[config.mk]
export PLATFORM = sky130hd
export DESIGN_NAME = spi_ram_arbiter_flat
export DESIGN_NICKNAME = d
export VERILOG_FILES = /design/src/rtl/spi_ram_arbiter_if.sv /design/src/rtl/spi_ram_arbiter.sv /design/src/flat_wrapper.sv
export SDC_FILE = /design/constraint.sdc
export NUM_CORES = 1
export LEC_CHECK = 0
export BUFFER_PORTS_ARGS = -buffer_cell sky130_fd_sc_hd__buf_2
export CORE_MARGIN = 8
export CORE_UTILIZATION = 52
export DETAILED_ROUTE_END_ITERATION = 8
export PLACE_DENSITY = 0.95
export SLEW_MARGIN = 10
export SYNTH_ARGS = -nofsm -noshare
export SYNTH_HDL_FRONTEND = slang
export SYNTH_SLANG_ARGS = --single-unit
[constraint.sdc]
create_clock -name clk -period 2.85 [get_ports clk]
set_input_delay 0.57 -clock clk [delete_from_list [all_inputs] [get_ports clk]]
set_output_delay 0.57 -clock clk [all_outputs]
set_load 0.05 [all_outputs]
[src/rtl/spi_ram_arbiter_if.sv]
// spi_ram_arbiter_if: requester-side bus of spi_ram_arbiter.
// Signals: req_valid/req_we/req_addr0/req_addr1/req_wdata0/req_wdata1 carry requests,
// req_ready acknowledges them, and rsp_valid/rsp_id/rsp_rdata return completions.
// The master modport is the requester side. The slave modport is the arbiter side.
interface spi_ram_arbiter_if #(
    parameter int ADDR_SIZE = 8,
    parameter int DATA_SIZE = 8
);
    logic [1:0]           req_valid;
    logic [1:0]           req_we;
    logic [1:0]           req_ready;
    logic [ADDR_SIZE-1:0] req_addr0;
    logic [ADDR_SIZE-1:0] req_addr1;
    logic [DATA_SIZE-1:0] req_wdata0;
    logic [DATA_SIZE-1:0] req_wdata1;
    logic                 rsp_valid;
    logic                 rsp_id;
    logic [DATA_SIZE-1:0] rsp_rdata;
    modport master (
        output req_valid, req_we, req_addr0, req_addr1, req_wdata0, req_wdata1,
        input  req_ready, rsp_valid, rsp_id, rsp_rdata
    );
    modport slave (
        input  req_valid, req_we, req_addr0, req_addr1, req_wdata0, req_wdata1,
        output req_ready, rsp_valid, rsp_id, rsp_rdata
    );
endinterface

[src/rtl/spi_ram_arbiter.sv]
// spi_ram_arbiter: two-port round-robin arbiter and command sequencer in front of spi_ram.
// Ports: clk, rst (async, active-high). bus (spi_ram_arbiter_if.slave) carries requests and
// completions. busy is high whenever a transaction is in flight. ram_din/ram_rx_valid drive the
// RAM command port. ram_dout supplies the read data. ram_tx_valid is monitored only.
// Optional macro SPI_ARB_ADDR_CACHE_EN skips the ADDR word when the address matches the
// last address sent to the RAM.
module spi_ram_arbiter #(
    parameter int ADDR_SIZE = 8,
    parameter int DATA_SIZE = 8
) (
    input  logic             clk,
    input  logic             rst,
    spi_ram_arbiter_if.slave bus,
    output logic             busy,
    output logic [9:0]       ram_din,
    output logic             ram_rx_valid,
    input  logic [7:0]       ram_dout,
    input  logic             ram_tx_valid
);
    typedef enum logic [1:0] {IDLE, ADDR, DATA, RDCAP} state_t;
    state_t               state;
    logic                 last, id, we, grant, accept, sel_we, hit, unused_tx;
    logic [ADDR_SIZE-1:0] sel_addr;
    logic [DATA_SIZE-1:0] wdata, sel_wdata;
    assign unused_tx = ram_tx_valid;
    // A lone requester wins. On a tie, the port not served last wins.
    assign grant         = &bus.req_valid ? ~last : bus.req_valid[1];
    assign accept        = (state == IDLE) && |bus.req_valid;
    assign bus.req_ready = {accept && grant, accept && !grant};
    assign sel_we        = bus.req_we[grant];
    assign sel_addr      = grant ? bus.req_addr1 : bus.req_addr0;
    assign sel_wdata     = grant ? bus.req_wdata1 : bus.req_wdata0;
`ifdef SPI_ARB_ADDR_CACHE_EN
    logic                 cache_vld;
    logic [ADDR_SIZE-1:0] cache_addr;
    assign hit = cache_vld && cache_addr == sel_addr;
    // The ADDR word is loaded at the accept edge. Reset clears the cache if ADDR never completes.
    always_ff @(posedge clk or posedge rst)
        if (rst) begin
            cache_vld  <= 1'b0;
            cache_addr <= '0;
        end else if (accept && !hit) begin
            cache_vld  <= 1'b1;
            cache_addr <= sel_addr;
        end
`else
    assign hit = 1'b0;
`endif
    // Each output is loaded with the value for the state being entered, so outputs stay registered.
    always_ff @(posedge clk or posedge rst)
        if (rst) begin
            state         <= IDLE;
            last          <= 1'b1;
            id            <= 1'b0;
            we            <= 1'b0;
            wdata         <= '0;
            busy          <= 1'b0;
            ram_rx_valid  <= 1'b0;
            ram_din       <= '0;
            bus.rsp_valid <= 1'b0;
            bus.rsp_id    <= 1'b0;
            bus.rsp_rdata <= '0;
        end else begin
            bus.rsp_valid <= 1'b0;
            case (state)
                IDLE: if (accept) begin
                    id           <= grant;
                    last         <= grant;
                    we           <= sel_we;
                    wdata        <= sel_wdata;
                    busy         <= 1'b1;
                    ram_rx_valid <= 1'b1;
                    state        <= hit ? DATA : ADDR;
                    ram_din      <= hit ? (sel_we ? {2'b01, sel_wdata} : 10'h300)
                                        : {sel_we ? 2'b00 : 2'b10, sel_addr};
                end
                ADDR: begin
                    state   <= DATA;
                    ram_din <= we ? {2'b01, wdata} : 10'h300;
                end
                DATA: begin
                    ram_rx_valid  <= 1'b0;
                    ram_din       <= '0;
                    state         <= we ? IDLE : RDCAP;
                    busy          <= !we;
                    bus.rsp_valid <= we;
                    bus.rsp_id    <= we ? id : bus.rsp_id;
                end
                RDCAP: begin
                    // ram_dout was loaded by the read command on the edge that ended DATA.
                    state         <= IDLE;
                    busy          <= 1'b0;
                    bus.rsp_valid <= 1'b1;
                    bus.rsp_id    <= id;
                    bus.rsp_rdata <= ram_dout;
                end
                default: state <= IDLE;
            endcase
        end
endmodule

[src/flat_wrapper.sv]
// flat-port wrapper written by rule: the top's interface ports become plain ports
module spi_ram_arbiter_flat 
#(
    parameter int ADDR_SIZE = 8,
    parameter int DATA_SIZE = 8
)
  (clk, rst, busy, ram_din, ram_rx_valid, ram_dout, ram_tx_valid, bus_req_valid, bus_req_we, bus_req_addr0, bus_req_addr1, bus_req_wdata0, bus_req_wdata1, bus_req_ready, bus_rsp_valid, bus_rsp_id, bus_rsp_rdata);
  spi_ram_arbiter_if #(.ADDR_SIZE(ADDR_SIZE), .DATA_SIZE(DATA_SIZE)) bus_i ();
  input  logic clk;
  input  logic rst;
  output logic busy;
  output logic [9:0] ram_din;
  output logic ram_rx_valid;
  input  logic [7:0] ram_dout;
  input  logic ram_tx_valid;
  input wire logic [$bits(bus_i.req_valid)-1:0] bus_req_valid;
  input wire logic [$bits(bus_i.req_we)-1:0] bus_req_we;
  input wire logic [$bits(bus_i.req_addr0)-1:0] bus_req_addr0;
  input wire logic [$bits(bus_i.req_addr1)-1:0] bus_req_addr1;
  input wire logic [$bits(bus_i.req_wdata0)-1:0] bus_req_wdata0;
  input wire logic [$bits(bus_i.req_wdata1)-1:0] bus_req_wdata1;
  output wire logic [$bits(bus_i.req_ready)-1:0] bus_req_ready;
  output wire logic [$bits(bus_i.rsp_valid)-1:0] bus_rsp_valid;
  output wire logic [$bits(bus_i.rsp_id)-1:0] bus_rsp_id;
  output wire logic [$bits(bus_i.rsp_rdata)-1:0] bus_rsp_rdata;
  assign bus_i.req_valid = bus_req_valid;
  assign bus_i.req_we = bus_req_we;
  assign bus_i.req_addr0 = bus_req_addr0;
  assign bus_i.req_addr1 = bus_req_addr1;
  assign bus_i.req_wdata0 = bus_req_wdata0;
  assign bus_i.req_wdata1 = bus_req_wdata1;
  assign bus_req_ready = bus_i.req_ready;
  assign bus_rsp_valid = bus_i.rsp_valid;
  assign bus_rsp_id = bus_i.rsp_id;
  assign bus_rsp_rdata = bus_i.rsp_rdata;
  spi_ram_arbiter #(.ADDR_SIZE(ADDR_SIZE), .DATA_SIZE(DATA_SIZE)) u_core (.clk(clk), .rst(rst), .bus(bus_i), .busy(busy), .ram_din(ram_din), .ram_rx_valid(ram_rx_valid), .ram_dout(ram_dout), .ram_tx_valid(ram_tx_valid));
endmodule
# ---- Word-level counts from Yosys, hierarchy flattened
# Cells that the tools add are included.
dict set report totals {
  regBits 35
  input_bits 47
  output_inout_bits 24
}
dict set report classes {
  magnitude_cmp 1
  n_eq_ne 5
  n_mux 18
  n_bitwise 1
  n_reduce_logical 17
}
# cell count
set op_table {}
lappend op_table {{$pmux W10 S3} 1}
lappend op_table {{$mux W10} 2}
lappend op_table {{$mux W8} 2}
lappend op_table {{$reduce_and A2 Y1} 6}
lappend op_table {{$pmux W2 S4} 1}
lappend op_table {{$mux W2} 3}
lappend op_table {{$pmux W1 S2} 3}
lappend op_table {{$reduce_bool A3 Y1} 2}
lappend op_table {{$mux W1} 5}
lappend op_table {{$eq A2 B2 Y1 const B} 2}
lappend op_table {{$ne A2 B1 Y1 const B} 2}
lappend op_table {{$reduce_bool A2 Y1} 2}
lappend op_table {{$logic_and A1 B1 Y1} 3}
lappend op_table {{$pmux W1 S3} 1}
lappend op_table {{$eq A2 B1 Y1 const B} 1}
lappend op_table {{$logic_not A1 Y1} 2}
lappend op_table {{$logic_not A2 Y1} 1}
lappend op_table {{$lt A1 B2 Y1 const B} 1}
lappend op_table {{$reduce_or A2 Y1} 1}
lappend op_table {{$not A1 Y1} 1}

# ---- Longest topological paths before layout
# Gate-level depths: netlist of the first run.
dict set report logic_depth {
  ltp_word 7
  mapped_depth 7
}

# ---- Least setup slack after synthesis of the first run
# No wires, ideal clock.
dict set report synth_timing {
  kind {register to output}
  from {register u_core.state[0]}
  to {output bus_req_ready[1]}
  t_arrival_ps 1455
  required_time_ps 2280
  path_slack_ps 825
  path_stages_with_launch 5
  path_buffers 1
  cell_sequence {dfrtp_1 inv_1 ha_1 clkbuf_1 and2_1}
}
dict set report synth_via {
  elab_chain_len 3
}
# item line
set synth_rtl {}
lappend synth_rtl {{start, declared} spi_ram_arbiter.sv:21} ;# state_t state;
lappend synth_rtl {{start signal, assigned} spi_ram_arbiter.sv:73} ;# state <= hit ? DATA : ADDR;
lappend synth_rtl {{start signal, assigned} spi_ram_arbiter.sv:84} ;# state <= we ? IDLE : RDCAP;
lappend synth_rtl {{$logic_not A2 Y1} spi_ram_arbiter.sv:28} ;# assign accept = (state == IDLE) && |bus.req_valid;
lappend synth_rtl {{$logic_and A1 B1 Y1} spi_ram_arbiter.sv:28}
lappend synth_rtl {{$logic_and A1 B1 Y1} spi_ram_arbiter.sv:29} ;# assign bus.req_ready = {accept && grant, accept && !grant};
lappend synth_rtl {{end, declared} flat_wrapper.sv:22} ;# output wire logic [$bits(bus_i.req_ready)-1:0] bus_req_ready;
# No other way between the ends.

# ---- Final worst setup path of the first run
dict set report layout_timing {
  from {register u_core.state[0]}
  to {output bus_req_ready[0]}
}
# The elaborated chain is that of the path after synthesis.

==> flow_summary.ini, run 1 <==
[setup_path]
cp.required_ps = 2280
end_kind = output pin
critical_path_class = reg -> out
cp.arrival_ps = 1900
path_max_fanout = 9
start_kind = flop

[cts]
path_clk_slew_ps = 110
cts_tree = built
htree_levels = 2
cts_root_buffer = clkbuf_4
clock_sinks = 35
cts_buffer_depth = 2
postCtsHoldBufs = 0
clk_latency_ps = 330
postCtsSetupBuffers = 0
cts-resized-gates = 0
numCtsBuffers = 5

[synthesis]
synth_top_area_share_pct = 46.1
yosys.area.top_type = dfrtp_1
yosysUniqueCellTypes = 30
ys_ff_latch = 35
synthTopCellsByArea = dfrtp_1 46%, mux2_2 7.3%, mux2i_1 5.4%
synth_area_mm2 = 0.00184
syn_inst = 154
ys_warn_count = 0
synth_nets = 208
syn_avg_cell_area_um2 = 12.0
yosysSeqAreaShare_pct = 47.6

[final_layout]
synthToLayoutAreaGrowth_pct = 22.3
fin_area_mm2 = 0.00225
nets = 277
drive_above_1_share_pct = 46.9
n_fill_cell = 294
diodes = 0
final_common_cell = buf_2
final_cell_mix = 69 x buf_2, 34 x dfrtp_1, 12 x mux2_2, 12 x o21ai_0

[detailed_routing]
avgViaCountPerCell = 5.47
wirelength_um = 4150
postRouteAntennaNets = 0
initialDrtViolationCount = 87
post_drt_wl_per_cell_um = 15.4
drc_errors = 0
route.vias.total = 1476
first_pass_iters = 4

[pwr]
powerDensity_mw_per_mm2 = 1220
ir_drop_mv = 0.614
leakagePower_uw = 0.00112
power_uw = 2750

[floorplan]
initial_utilization_pct = 54.8
core-area_mm2 = 0.00336
die_height_um = 75.6
rows = 21
die_x_um = 75.6
design.portCount = 71
die-area_mm2 = 0.00571

[timing]
slew_viol_final = 0
hold-worst-slack_ps = 309
fin_crit_ps = 2470
setup_tns_ps = 0
rsz0062_at_grt = false
hold_violations = 0
worst_pin_slew_ps = 594
period_share_pct = 86.5
setup_viol = 0
fmax_ghz = 0.405
slew-limit-headroom_pct = 60.4
fin_skew_ps = 15.0

[global_route]
grt_pass1_vias = 1531
antenna_found_initial = 0
grt_pass1_wl_um = 6860
overflow = 0
grt_max_degree = 36
grt_usage_pct = 15.7

[place]
dpl_cell_area_mm2 = 0.00221
place_congestion = 0.764
port_buffers = 69
hpwl_um = 3320

[worst_hold_path]
hold_path_class = in -> async

[status]
status = finished clean

[run]
maxCapViolations = 0
[critical path, stage by stage (launching register included)]
cell     delay, ps
dfrtp_1        430
inv_1          180
ha_1           200
o21ai_1        100
nor2_2         300
buf_2          340
[flip-flops by register name, summed over array words and instances (netlist names), 2 cells and up]
register,count
u_core.ram_din,10
u_core.wdata,8
u_core.state,2
u_core.bus.rsp_rdata,8
[area by class of cell]
cell class	count	area [um2]	area share [%]
multi-input combinational	104	877	38.9
clock buffer	8	48.8	2.16
inverter	3	11.3	0.499
tap	46	57.6	2.55
sequential	35	877	38.9
timing repair buffer	74	383	17.0
[stage by stage]
step,util (%),cells,setup slack [ps]
6_report,67.0,270,384
3_3_place_gp,65.6,262,773
3_5_place_dp,65.6,262,752
4_1_cts,67.0,270,378
2_1_floorplan,-,154,825
5_1_grt,67.0,270,236
[kinds of logic (layout without fill, tap and decap cells)]
group,Yosys count,after routing,synth area share (%)
compound gates,38,38,17.1
mux,23,23,13.6
buf+inv,15,85,4.88
flops,35,35,47.6
fa+ha+maj,7,7,4.75
simple gates,36,36,12.1
[per-layer routing]
metal  up-vias  global-route usage (%)  part of all wire, %
met5         -                       0                    0
met4         0                    7.46                  1.7
met3         7                    5.66                  9.3
met2        61                    25.4                   48
met1       691                    18.2                   41
li1        717                       -                    -
[path summary, 6_finish.rpt]
kind | start | to | slack (ps) | cells after the start
worst max-delay path | u_core.state[0] | bus_req_ready[0] | 380 | 5
worst min-delay path | rst | u_core.ram_din[2] | 310 | 3
worst max register to register | u_core.state[1] | u_core.ram_din[0] | 850 | 6
worst min register to register | u_core.id | u_core.id | 480 | 1
max in group asynchronous | rst | u_core.last | 2200 | 3
min in group clk | bus_req_wdata0[5] | u_core.wdata[5] | 470 | 2
[synth_stat cells, drive strengths merged]
| cell type | count |
|---|---|
| dfrtp | 34 |
| mux2 | 13 |
| o21ai | 13 |
| mux2i | 10 |
| or3 | 10 |
| o211ai | 9 |
| a221o | 8 |
| and3 | 8 |
| nand4 | 8 |
| buf | 7 |
| ha | 7 |
| clkbuf | 5 |
| nor2 | 5 |
| a21oi | 3 |
| inv | 3 |
| o31ai | 2 |
| a21boi | 1 |
| a21o | 1 |
| a31oi | 1 |
| and2 | 1 |
| dfstp | 1 |
| nand3b | 1 |
| nor2b | 1 |
| nor3 | 1 |
| nor3b | 1 |
[power by group]
group	internal (uW)	switching (uW)
Sequential	742	159
Clock	98.3	147
Combinational	553	1050
(Power assumes the default switching activity.)
==> inputs of run 2 (changes only) <==
--- a/config.mk
+++ b/config.mk
@@ -9,6 +9,7 @@
 export CORE_MARGIN = 8
 export CORE_UTILIZATION = 52
 export DETAILED_ROUTE_END_ITERATION = 8
+export GPL_TIMING_DRIVEN = 0
 export PLACE_DENSITY = 0.95
 export SLEW_MARGIN = 10
 export SYNTH_ARGS = -nofsm -noshare
==> run 2 against run 1 <==
Routed wire length is 9.0% higher. Cell count up 2.6%. Flip-flop and latch count unchanged. First-iteration DRC count down 30%. Worst hold slack better by 26 ps. Power increased by 2.5%. Critical endpoint is now bus_req_ready[1]. Largest power group unchanged. Highest routed layer unchanged.
==> flow_summary.ini, run 2 (synthesis results as in run 1) <==
[place]
place_congestion = 0.830
dpl_cell_area_mm2 = 0.00225
port_buffers = 69
placedCellCount = 269
hpwl_um = 3620

[timing]
slew-limit-headroom_pct = 52.5
rsz0062_at_grt = false
period_share_pct = 92.2
setup_tns_ps = 0
setup_viol = 0
fin_skew_ps = 6.92
hold_violations = 0
fmax_ghz = 0.381
worst_pin_slew_ps = 711
slew_viol_final = 0
fin_crit_ps = 2630

[global_route]
grt.busiest_layer = met2
grt_usage_pct = 17.2
grt_pass1_wl_um = 7370
grt_pass1_vias = 1639
grt_max_degree = 36
antenna_found_initial = 0
gr-usage-met3_pct = 5.13
overflow = 0
use_met1_pct = 18.8
met2_usage_pct = 29.4

[setup_path]
path_max_fanout = 10
cp_top_family = buffers and inverters
crit_chain = inv_1 > ha_1 > clkbuf_1 > and2_1 > buf_2
cp.required_ps = 2280
cp.arrival_ps = 2060
slowest_delay_ps = 440
end_kind = output pin
path_buf_inv = 3
start_kind = flop
critical_path_class = reg -> out
crit_slowest_cell = dfrtp_1

[cts]
postCtsSetupBuffers = 0
cts_root_buffer = clkbuf_4
postCtsHoldBufs = 0
numCtsBuffers = 5
clk_latency_ps = 340
clock_sinks = 35
cts-resized-gates = 0
cts_buffer_depth = 2
cts_tree = built
path_clk_slew_ps = 100
htree_levels = 2

[pwr]
powerDensity_mw_per_mm2 = 1230
power.switching_uw = 1400
power_uw = 2820
ir_drop_mv = 0.593
swShare_pct = 49.6
pwr-share-clk_pct = 8.9
combPwrFrac_pct = 59.6
power_frac_seq_pct = 31.5
p_int_uw = 1420
leakagePower_uw = 0.00114

[floorplan]
die_height_um = 75.6
core-area_mm2 = 0.00336
die-area_mm2 = 0.00571
design.portCount = 71
initial_utilization_pct = 54.8
die_x_um = 75.6
rows = 21

[final_layout]
synthToLayoutAreaGrowth_pct = 24.6
fin_util_pct = 68.3
final_common_cell = buf_2
nets = 284
largest_register = u_core.ram_din
drive_above_1_share_pct = 47.2
fin_area_mm2 = 0.00230
diodes = 0
fin_cells = 277
largest_register_ffs = 10
reg.largest.list = u_core.ram_din (10), u_core.bus.rsp_rdata (8), u_core.wdata (8)
final_cell_mix = 72 x buf_2, 34 x dfrtp_1, 12 x mux2_2, 12 x o21ai_0

[detailed_routing]
wirelength_um = 4520
avgViaCountPerCell = 5.50
initialDrtViolationCount = 61
route.vias.total = 1523
postRouteAntennaNets = 0
drc_errors = 0
first_pass_iters = 4
post_drt_wl_per_cell_um = 16.3

[worst_hold_path]
hold_path_class = in -> async

[status]
status = finished clean

[run]
maxCapViolations = 0
-- run 2: cell count changes in the layout (fill, tap and decap cells not counted), sizes merged --
cell and change:
buf +2, clkbuf +4, clkinv +1
-- run 2: power groups by stage --
stage | registers (uW) | clock network, uW | logic [uW]
floorplan | 1360 | 0 | 837
CTS | 888 | 260 | 1700
global route | 917 | 276 | 1820
detailed placement | 897 | 0 | 1690
finish | 888 | 251 | 1680
global placement | 878 | 0 | 1650
-- run 2: through the flow --
stage / hold slack [ps] / worst slack (ps)
after detailed placement: 471 / 610
after CTS: 336 / 226
after global routing: 379 / 55.3
after floorplan: 446 / 825
final: 334 / 223
after global placement: 460 / 657
-- run 2: path summary, 6_finish.rpt --
path / startpoint / slack (ps) / cells past startpoint / to
setup / recovery: u_core.state[0] / 220 / 5 / bus_req_ready[1]
max in group asynchronous: rst / 2050 / 2 / u_core.ram_din[8]
hold / removal: rst / 330 / 2 / u_core.bus.rsp_rdata[0]
min in group clk: bus_req_wdata0[3] / 460 / 2 / u_core.wdata[3]
hold reg to reg: u_core.id / 490 / 1 / u_core.id
setup reg to reg: u_core.state[0] / 860 / 6 / u_core.ram_din[8]
-- run 2: layout make-up --
type | count | area, um2
Clock buffer | 7 | 45.0
Fill cell | 291 | 1070
Inverter | 3 | 11.3
Buffer | 12 | 78.8
Multi-Input combinational cell | 104 | 877
Sequential cell | 35 | 877
Timing Repair Buffer | 69 | 345
Clock inverter | 1 | 5.00
Tap cell | 46 | 57.6
-- run 2: layer usage --
layer	share of wire, %	wire [um]	up-vias
met3	8.1	367	9
met5	0	0	-
met4	2.3	106	0
met2	49	2230	59
met1	40	1820	718
li1	-	-	737
==> inputs of run 3 (changes only) <==
--- a/config.mk
+++ b/config.mk
@@ -10,7 +10,7 @@
 export CORE_UTILIZATION = 52
 export DETAILED_ROUTE_END_ITERATION = 8
 export GPL_TIMING_DRIVEN = 0
-export PLACE_DENSITY = 0.95
+export PLACE_DENSITY_LB_ADDON = 0.08
 export SLEW_MARGIN = 10
 export SYNTH_ARGS = -nofsm -noshare
 export SYNTH_HDL_FRONTEND = slang
==> constraint.sdc (replaced) <==
create_clock -name clk -period 2.85 [get_ports clk]
set_input_delay 0.285 -clock clk [delete_from_list [all_inputs] [get_ports clk]]
set_output_delay 0.285 -clock clk [all_outputs]
set_load 0.05 [all_outputs]
==> run 3 against run 2 <==
Clock skew rose by 1.8 ps. Design area rose by 0.27%. Power rose by 0.14%. Cell count fell by 0.36%. Routed wire length fell by 4.7%. Worst hold slack got worse by 280 ps. Die area did not move. Critical path type unchanged. Largest cell class unchanged. Highest routed layer unchanged.
==> flow_summary.ini, run 3 (synthesis results as in run 1) <==
[floorplan]
core-area_mm2 = 0.00336
die-area_mm2 = 0.00571
rows = 21
die_height_um = 75.6
die_x_um = 75.6
initial_utilization_pct = 54.8
design.portCount = 71

[pwr]
power_frac_seq_pct = 31.2
power.switching_uw = 1390
swShare_pct = 49.1
leakagePower_uw = 0.00115
combPwrFrac_pct = 59.4
ir_drop_mv = 0.711
powerDensity_mw_per_mm2 = 1230
pwr-share-clk_pct = 9.4
p_int_uw = 1440

[timing]
fin_crit_ps = 2290
hold_violations = 0
setup_viol = 0
period_share_pct = 80.4
setup_tns_ps = 0
worst_pin_slew_ps = 711
slew_viol_final = 0
fin_skew_ps = 8.70
hold-worst-slack_ps = 54.3
fmax_ghz = 0.436
slew-limit-headroom_pct = 52.5
rsz0062_at_grt = false

[setup_path]
crit_path_start = u_core.state[0]
crit_chain = inv_1 > ha_1 > clkbuf_1 > and2_1 > buf_2
crit_slowest_cell = dfrtp_1
path_buf_inv = 3
cp.required_ps = 2570
critical_path_class = reg -> out
r2r_start = u_core.state[0]
start_kind = flop
end_kind = output pin
cp_top_family = buffers and inverters
cp.arrival_ps = 2010
slowest_delay_ps = 430
path_max_fanout = 10

[detailed_routing]
initialDrtViolationCount = 57
post_drt_wl_per_cell_um = 15.6
route.vias.total = 1497
postRouteAntennaNets = 0
wirelength_um = 4310
avgViaCountPerCell = 5.42
first_pass_iters = 4
drc_errors = 0

[status]
status = finished clean

[final_layout]
largest_register = u_core.ram_din
final_cell_mix = 72 x buf_2, 34 x dfrtp_1, 12 x mux2_2, 12 x o21ai_0
drive_above_1_share_pct = 47.8
reg.largest.list = u_core.ram_din (10), u_core.bus.rsp_rdata (8), u_core.wdata (8)
diodes = 0
largest_register_ffs = 10
fin_util_pct = 68.5
synthToLayoutAreaGrowth_pct = 24.9
nets = 284
final_common_cell = buf_2

[cts]
postCtsHoldBufs = 0
clk_latency_ps = 330
htree_levels = 2
cts_buffer_depth = 2
clock_sinks = 35
numCtsBuffers = 5
cts-resized-gates = 0
path_clk_slew_ps = 100
postCtsSetupBuffers = 0
cts_tree = built
cts_root_buffer = clkbuf_4

[global_route]
antenna_found_initial = 0
grt_max_degree = 36
grt_pass1_wl_um = 7210
overflow = 0
grt_usage_pct = 16.1
grt_pass1_vias = 1592

[worst_hold_path]
hold_path_class = in -> async

[place]
place_congestion = 0.773
port_buffers = 69
hpwl_um = 3450

[run]
maxCapViolations = 0
run 3: cell count changes in the layout (fill, tap and decap cells not counted), sizes merged:
cell	delta
clkbuf	-1
run 3: metrics by stage:
stage | power, uW | setup slack, ps | cells | instance area [um2]
floorplan | 2200 | 1100 | 154 | 1840
global placement | 2520 | 962 | 269 | 2250
detailed placement | 2590 | 920 | 269 | 2250
CTS | 2850 | 539 | 276 | 2300
global route | 3020 | 363 | 276 | 2300
finish | 2820 | 557 | 276 | 2300
run 3: cell type report:
class	instances	area (um2)
fill	276	1060
timing repair buffer	69	345
tap	46	57.6
clock buffer	6	51.3
inverter	3	11.3
buffer	12	78.8
sequential	35	877
clock inverter	1	5.00
multi-input combinational	104	877
run 3: worst paths after layout:
kind | to | slack, ps | depth (start not counted)
max | bus_req_ready[1] | 560 | 5
min | u_core.bus.rsp_id | 50 | 2
max reg2reg | u_core.ram_din[8] | 920 | 6
min reg2reg | u_core.bus.rsp_rdata[1] | 510 | 1
max in group asynchronous | u_core.ram_din[5] | 2320 | 2
min in group clk | u_core.bus.rsp_rdata[5] | 180 | 2
run 3: layer usage:
metal / GRT usage, % / share of wire, %
met5: 0 / 0
met1: 21.3 / 46
met3: 5.92 / 9.3
met2: 24.6 / 44
met4: 3.20 / 0.77
run 3: power groups by stage:
stage	combinational, uW	clock [uW]	sequential, uW
2_1_floorplan	837	0	1360
3_3_place_gp	1650	0	877
3_5_place_dp	1700	0	891
4_1_cts	1700	273	880
5_1_grt	1810	294	912
6_report	1680	267	880
